$ cat config.mk
export PLATFORM = sky130hd
export DESIGN_NAME = pwm_generator
export DESIGN_NICKNAME = d
export VERILOG_FILES = /design/src/rtl/pwm_pkg.sv /design/src/rtl/duty_encoder.sv /design/src/rtl/pwm_generator.sv
export SDC_FILE = /design/constraint.sdc
export NUM_CORES = 1
export LEC_CHECK = 0
export ABC_AREA = 1
export CAP_MARGIN = 20
export CORE_MARGIN = 1
export CORE_UTILIZATION = 56
export DETAILED_ROUTE_END_ITERATION = 12
export HOLD_SLACK_MARGIN = 0.15
export PLACE_DENSITY = 0.93
export SYNTH_ARGS = -nofsm -noshare
export SYNTH_HDL_FRONTEND = slang
export SYNTH_SLANG_ARGS = --single-unit
$ cat constraint.sdc
create_clock -name clk -period 3.26 [get_ports clk]
set_clock_uncertainty 0.15 [all_clocks]
set_input_delay 0.326 -clock clk [delete_from_list [all_inputs] [get_ports clk]]
set_output_delay 0.326 -clock clk [all_outputs]
set_load 0.01 [all_outputs]
$ cat src/rtl/pwm_pkg.sv
// Shared definitions for the PWM generator: FSM state type, default sizes
// and a helper for sizing the step counter.
package pwm_pkg;

    localparam int DEFAULT_WORD_LENGTH    = 8;
    localparam int DEFAULT_PRESCALE_WIDTH = 16;

    typedef enum logic {
        IDLE = 1'b0,
        RUN  = 1'b1
    } pwm_state_e;

    // Bits needed to count 0..words-1, never less than one bit.
    function automatic int stepWidth(input int words);
        return (words > 1) ? $clog2(words) : 1;
    endfunction

endpackage

$ cat src/rtl/duty_encoder.sv
// Binary duty level to one-hot: level k lights bit k-1, level 0 lights
// nothing. Purely combinational; the caller clamps the level beforehand.
module duty_encoder
    import pwm_pkg::*;
#(
    parameter int WORD_LENGTH = DEFAULT_WORD_LENGTH
) (
    input  logic [WORD_LENGTH-1:0] level_i,
    output logic [WORD_LENGTH-1:0] onehot_o
);

    // Each output bit is a simple equality compare against its own level.
    always_comb begin
        onehot_o = '0;
        for (int i = 0; i < WORD_LENGTH; i++) begin
            onehot_o[i] = (level_i == WORD_LENGTH'(i + 1));
        end
    end

endmodule

$ cat src/rtl/pwm_generator.sv
// PWM generator: prescaled step counter, IDLE/RUN control, and a
// shadow/active duty pair so that a new duty level only takes effect at a
// period boundary (or immediately while idle).
module pwm_generator
    import pwm_pkg::*;
#(
    parameter int WORD_LENGTH    = DEFAULT_WORD_LENGTH,
    parameter int PRESCALE_WIDTH = DEFAULT_PRESCALE_WIDTH
) (
    input  logic                      clk,
    input  logic                      reset,
    input  logic                      enable,
    input  logic [PRESCALE_WIDTH-1:0] prescale,
    input  logic                      duty_valid,
    input  logic [WORD_LENGTH-1:0]    duty_in,
    output logic                      duty_ready,
    output logic                      pwm_out,
    output logic                      period_end,
    output logic [WORD_LENGTH-1:0]    duty_onehot
);

    localparam int STEP_W = stepWidth(WORD_LENGTH);
    localparam logic [STEP_W-1:0]      LAST_STEP = STEP_W'(WORD_LENGTH - 1);
    localparam logic [WORD_LENGTH-1:0] MAX_DUTY  = WORD_LENGTH'(WORD_LENGTH);

    pwm_state_e                state_q,      state_d;
    logic [PRESCALE_WIDTH-1:0] presCount_q,  presCount_d;
    logic [STEP_W-1:0]         stepCount_q,  stepCount_d;
    logic [WORD_LENGTH-1:0]    shadowDuty_q, shadowDuty_d;
    logic [WORD_LENGTH-1:0]    activeDuty_q, activeDuty_d;
    logic                      pending_q,    pending_d;
    logic                      pwmOut_q,     pwmOut_d;
    logic                      periodEnd_q,  periodEnd_d;
    logic [WORD_LENGTH-1:0]    dutyOnehot_q, dutyOnehot_d;

    logic                      tick;
    logic                      boundary;
    logic                      transfer;
    logic                      loadActive;
    logic [WORD_LENGTH-1:0]    clampedDuty;
    logic [WORD_LENGTH-1:0]    stepWide;

    // Using >= rather than == means a prescale lowered below the running
    // count still produces a tick at the next compare instead of wrapping.
    assign tick        = (state_q == RUN) && (presCount_q >= prescale);
    assign boundary    = tick && (stepCount_q == LAST_STEP);
    assign transfer    = duty_valid && !pending_q;
    assign loadActive  = pending_q && ((state_q == IDLE) || boundary);
    assign clampedDuty = (duty_in > MAX_DUTY) ? MAX_DUTY : duty_in;
    assign stepWide    = WORD_LENGTH'(stepCount_q);

    duty_encoder #(
        .WORD_LENGTH (WORD_LENGTH)
    ) u_encoder (
        .level_i  (activeDuty_q),
        .onehot_o (dutyOnehot_d)
    );

    // Next-state logic: FSM, counters, registered outputs and the duty
    // handshake. Outputs are forced low whenever the next state is IDLE.
    always_comb begin
        state_d      = state_q;
        presCount_d  = '0;
        stepCount_d  = '0;
        pwmOut_d     = 1'b0;
        periodEnd_d  = 1'b0;
        shadowDuty_d = shadowDuty_q;
        activeDuty_d = activeDuty_q;
        pending_d    = pending_q;

        case (state_q)
            IDLE: begin
                if (enable) begin
                    state_d = RUN;
                end
            end
            RUN: begin
                if (!enable) begin
                    state_d = IDLE;
                end else begin
                    presCount_d = tick ? '0 : presCount_q + PRESCALE_WIDTH'(1);
                    if (tick) begin
                        stepCount_d = (stepCount_q == LAST_STEP) ? '0
                                    : stepCount_q + STEP_W'(1);
                    end else begin
                        stepCount_d = stepCount_q;
                    end
                    pwmOut_d    = (stepWide < activeDuty_q);
                    periodEnd_d = boundary;
                end
            end
            default: state_d = IDLE;
        endcase

        // transfer needs pending=0 and loadActive needs pending=1, so at
        // most one of these fires in any cycle.
        if (transfer) begin
            shadowDuty_d = clampedDuty;
            pending_d    = 1'b1;
        end else if (loadActive) begin
            activeDuty_d = shadowDuty_q;
            pending_d    = 1'b0;
        end
    end

    // State register with synchronous reset; reset discards any pending duty.
    always_ff @(posedge clk) begin
        if (reset) begin
            state_q      <= IDLE;
            presCount_q  <= '0;
            stepCount_q  <= '0;
            shadowDuty_q <= '0;
            activeDuty_q <= '0;
            pending_q    <= 1'b0;
            pwmOut_q     <= 1'b0;
            periodEnd_q  <= 1'b0;
            dutyOnehot_q <= '0;
        end else begin
            state_q      <= state_d;
            presCount_q  <= presCount_d;
            stepCount_q  <= stepCount_d;
            shadowDuty_q <= shadowDuty_d;
            activeDuty_q <= activeDuty_d;
            pending_q    <= pending_d;
            pwmOut_q     <= pwmOut_d;
            periodEnd_q  <= periodEnd_d;
            dutyOnehot_q <= dutyOnehot_d;
        end
    end

    assign duty_ready  = !pending_q;
    assign pwm_out     = pwmOut_q;
    assign period_end  = periodEnd_q;
    assign duty_onehot = dutyOnehot_q;

endmodule

# After elaboration in Yosys (flattened, before gate mapping)

Cells that the tools add are included.

Register bits: 47
Bits in latches: 0
RAM bits: 0
ROM bits: 0
Output and inout port bits: 11
Memories: 0

Add/sub/neg operators: 2
Multipliers: 0
Div/mod/pow operators: 0
Order comparisons: 3
Eq/ne operators: 9
Shift-type cells: 0
Mux-type cells: 5
Bitwise gates (word level): 3
Reduce and logical (&&, ||, !) cells: 10

Operators with widths:

| kind                    | number |
|---|---|
| $eq A8 B3 Y1 const B    | 4 |
| $add A16 B1 Y16 const B | 1 |
| $eq A8 B2 Y1 const B    | 2 |
| $ge A16 B16 Y1          | 1 |
| $eq A8 B1 Y1 const B    | 1 |
| $eq A8 B4 Y1 const B    | 1 |
| $gt A8 B4 Y1 const B    | 1 |
| $lt A3 B8 Y1            | 1 |
| $mux W8                 | 1 |
| $logic_and A1 B1 Y1     | 4 |
| $reduce_or A4 Y1        | 1 |
| $add A3 B1 Y3 const B   | 1 |
| $eq A3 B3 Y1 const B    | 1 |
| $mux W1                 | 3 |
| $mux W3                 | 1 |
| $not A1 Y1              | 3 |
| $reduce_or A3 Y1        | 1 |
| $reduce_and A2 Y1       | 1 |
| $reduce_bool A2 Y1      | 1 |
| $logic_not A1 Y1        | 1 |
| $logic_or A1 B1 Y1      | 1 |

# Logic depth before layout (Yosys ltp)

Depth in word-level cells: 7
Gate-level depth with buffers: 16

# Hierarchy

Synthesis repeated with hierarchy kept, for this count alone.

Cells, all modules: 337
Area total of the unflattened synthesis: 2467.4 um2

By module, submodules not included:

| module        | instances | cells each | area an instance (um2) |
|---|---|---|---|
| pwm_generator | 1         | 306        | 2343.5 |
| duty_encoder  | 1         | 31         | 123.9 |

# Least setup slack after synthesis

OpenSTA, ideal clock, no wires.

Kind: input to register
Start: input port prescale[15]
End: register activeDuty_q[0]
Setup time: 113 ps
Arrival: 1532 ps
Setup slack: 1465 ps
Stages: 10
Cell sequence: inv_1 > ha_1 > a21oi_1 > o21ai_0 > a21oi_1 > nand2_2 > a21oi_1 > nor2_4 > nor2_1 > nor2_1

Longest elaborated chain between the ends: 6

RTL lines:

| what                               | RTL line             | source |
|---|---|---|
| from (decl)                        | pwm_generator.sv:13  | `input logic [PRESCALE_WIDTH-1:0] prescale,` |
| $ge A16 B16 Y1                     | pwm_generator.sv:45  | `assign tick = (state_q == RUN) && (presCount_q >= prescale);` |
| $logic_and A1 B1 Y1                | pwm_generator.sv:45  |  |
| $logic_and A1 B1 Y1                | pwm_generator.sv:46  | `assign boundary = tick && (stepCount_q == LAST_STEP);` |
| $logic_or A1 B1 Y1                 | pwm_generator.sv:48  | `assign loadActive = pending_q && ((state_q == IDLE) \|\| boundary);` |
| $logic_and A1 B1 Y1                | pwm_generator.sv:48  |  |
| $reduce_and A2 Y1 (no source line) | --                   |  |
| to (signal assigned)               | pwm_generator.sv:123 | `activeDuty_q <= activeDuty_d;` |
| to (decl)                          | pwm_generator.sv:30  | `logic [WORD_LENGTH-1:0] activeDuty_q, activeDuty_d;` |

Every way passes these cells.
A chain may end at the register's enable or synchronous reset.

# Worst setup path in the final report

Start: input port prescale[13]
End: register presCount_q[12]

Longest elaborated chain between the ends: 3

RTL lines:

| what                              | RTL line             | source |
|---|---|---|
| $ge A16 B16 Y1                    | pwm_generator.sv:45  |  |
| $logic_and A1 B1 Y1               | pwm_generator.sv:45  |  |
| $reduce_or A4 Y1 (no source line) | --                   |  |
| to (signal assigned)              | pwm_generator.sv:120 | `presCount_q <= presCount_d;` |
| to (decl)                         | pwm_generator.sv:27  | `logic [PRESCALE_WIDTH-1:0] presCount_q, presCount_d;` |

Every way passes these cells.

==> out/results.ini <==
[outcome]
status=finished, final reports clean

[yosys]
yosys.area_share.simple_pct=28.5
synth-adder-area-share_pct=11.4
synth.cell_area_um2=2300
synth_compound_area_share_pct=8.48
netlist_instances=301
syn_nets=350
synth_warnings=0
syn_area_per_cell_um2=7.65
ys_seq_area_share_pct=40.9
synth_seq_cells=47
yosysTopAreaCellShare_pct=40.9
synth.distinct_cells=32
yosys.area.top_type=dfxtp_1
ys_top_cells_by_area=dfxtp_1 41%, ha_1 11%, inv_1 7.5%
synth_top_family_by_area=simple AND/OR/NAND/NOR gates
synth_mux_area_share_pct=0
synth-xor-area-share_pct=1.90

[cells_and_area]
final_cells=391
antenna_cells=0
utilization_pct=74.5
area_growth_pct=22.9
layout-drive-gt1-share_pct=7.87
fin_nets=391

[global_route]
grt.busiest_layer=met2
grt_max_degree=15
use_met3_pct=5.52
grt_use_met2_pct=40.1
antenna_found_initial=0
grt_pass1_wl_um=7610
overflow=0
grt_pass1_vias=1906
grtUsageMet1_pct=25.6
grt_use_total_pct=22.3

[critical_path]
cp-startpoint=prescale[13]
crit_cells=9
end_kind=flip-flop
cp_slowest_cell=clkdlybuf4s50_1
crit_buf_inv=3
path_cells=clkdlybuf4s50_1 > inv_1 > ha_1 > a21oi_1 > o21ai_0 > a21oi_1 > nand3_1 > buf_4 > nor3_1
cpPeakStageDelay_ps=460
required_ps=3330
crit_type=in -> reg
cp.arrival_ps=2440
r2r_cells=7
crit_end=presCount_q[12]$_SDFF_PP0_
r2r-end=presCount_q[12]$_SDFF_PP0_
regToRegStartpoint=presCount_q[9]$_SDFF_PP0_
r2r_slack_ps=1070
path_delay_family=buffers and inverters
crit_fanout=9
crit_top_cell=a21oi_1
start_kind=input port

[place]
port_buffers=38
place_congestion=0.838
placedCellCount=383
dp_hpwl_um=3300
pre_cts_slack_ps=606

[drt]
wl_per_cell_um=10.7
viasPerCell=5.04
via_count=1969
wirelength_um=4190
drtIter0Drc=132
dr.pass1.iters=4
ant_nets=0
drc=0

[clock_tree]
cts_buffers=5
root_buffer=clkbuf_8
cts_tree=built
post_cts_buffers=0
cts_resized=0
h-tree-depth=2
hold_buffers=0
clockBufferDepth=2
clkSinkCount=47
clk_latency_ps=300
clk_transition_reported_paths_ps=80

[sta]
slew-limit-headroom_pct=62.9
rsz0062_at_grt=no
fin_ws_ps=890
fin_crit_ps=2370
worstMarginPinSlew_ps=555
setup_viol=0
final-max-slew-violation-count=0
setup_tns_ps=0
fmax_mhz=422
period_share_pct=72.7
hold_violations=0

[power_and_ir_drop]
p_per_area_nw_per_um2=386
ir_drop_mv=0.285
p_leak_nw=1.22

[floorplanning]
die_area_um2=4370
die_h_um=66.1
io_pins=39
start_util_pct=60.6
coreArea_um2=3800
rows=22
die_w_um=66.1

[hold_path]
hold_class=reg -> reg

[job]
maxCapViolations=0

[kinds of logic after synthesis]
logic type / Yosys count
xor gates and xnor gates: 5
and+or+nand+nor: 138
buffers and inverters: 54
adders and majority gates: 21
DFF: 47
AOI/OAI and AO/OA: 36
[per-stage QoR]
step | area (um2) | total power (W) | hold slack [ps]
after floorplan | 2300 | 0.000679 | 253
after global placement | 2730 | 0.000729 | 283
after detailed placement | 2730 | 0.000734 | 292
after CTS | 2830 | 0.00110 | 303
after global routing | 2830 | 0.00114 | 323
final | 2830 | 0.00109 | 306
[worst min path at each step]
stage                                   endpoint  cells after the start                         start  slack, ps
global route        shadowDuty_q[6]$_SDFFE_PP0P_                      2  shadowDuty_q[6]$_SDFFE_PP0P_        320
global placement    shadowDuty_q[5]$_SDFFE_PP0P_                      2  shadowDuty_q[5]$_SDFFE_PP0P_        280
detailed placement  shadowDuty_q[6]$_SDFFE_PP0P_                      2  shadowDuty_q[6]$_SDFFE_PP0P_        290
finish              shadowDuty_q[6]$_SDFFE_PP0P_                      2  shadowDuty_q[6]$_SDFFE_PP0P_        310
CTS                 shadowDuty_q[6]$_SDFFE_PP0P_                      2  shadowDuty_q[6]$_SDFFE_PP0P_        300
floorplan           shadowDuty_q[4]$_SDFFE_PP0P_                      1                         reset        250
[where the power goes]
| part | internal, W | switching (W) |
|---|---|---|
| Sequential | 0.000589 | 0.0000130 |
| Combinational | 0.0000611 | 0.0000566 |
| Clock | 0.000193 | 0.000179 |
[worst register-to-register path, cell delays in order (launching register included)]
cell     delay (ps)
dfxtp_1         420
ha_1            280
a21oi_1         140
o21ai_1          80
a21oi_1         260
nand3_1         320
buf_4           270
nor3_1          200
[state kept, by name, summed over array words and instances (netlist names)]
register / flops
presCount_q: 16
activeDuty_q: 8
duty_onehot: 8
shadowDuty_q: 8
stepCount_q: 3
pending_q: 1
period_end: 1
pwm_out: 1
state_q: 1
[cell usage in the layout, fill, tap and decap left out, drive strengths merged]
master	instances
ha	21
xnor2	2
nand3	15
or3	1
nor3b	1
o21bai	1
nand4	1
clkbuf	8
inv	49
o21a	1
a21boi	2
xor2	3
nor3	16
dfxtp	47
a311oi	1
o21ai	11
nor2	49
clkdlybuf4s50	38
nand2	50
a21oi	19
nor4	3
buf	1
a31oi	1
or2	2
[per-layer routing]
layer	vias up	wire length (um)	part of all wire, %
met4	0	55	1.3
met5	-	0	0
met2	32	2030	48
li1	1045	-	-
met1	885	1950	47
met3	7	150	3.6
[cells in the mapped netlist]
cell type / instances
or2_2: 1
inv_2: 3
nor2_2: 3
nand2_1: 45
nand2_4: 2
dfxtp_1: 47
a21boi_1: 1
nand2_2: 3
ha_1: 21
nor3_1: 16
nor3b_1: 1
nor4_1: 3
nand3_1: 13
o21bai_1: 1
nand3_2: 2
xor2_1: 3
or3_1: 1
a311oi_1: 1
nor2_1: 41
nand4_1: 1
o21ai_0: 10
xnor2_1: 2
or2_1: 1
clkbuf_1: 4
a21oi_1: 19
a31oi_1: 1
a21boi_0: 1
o21a_1: 1
inv_1: 46
buf_2: 1
nor2_4: 5
o21ai_1: 1
[layout make-up]
class,instances,area [um2]
clock buffers,8,100
fillers,275,968
well taps,48,60.1
flip-flops and latches,47,941
multi-input cells,200,1160
inverters,49,184
repair buffers,39,388
Power figures use the tool's default switching activity.
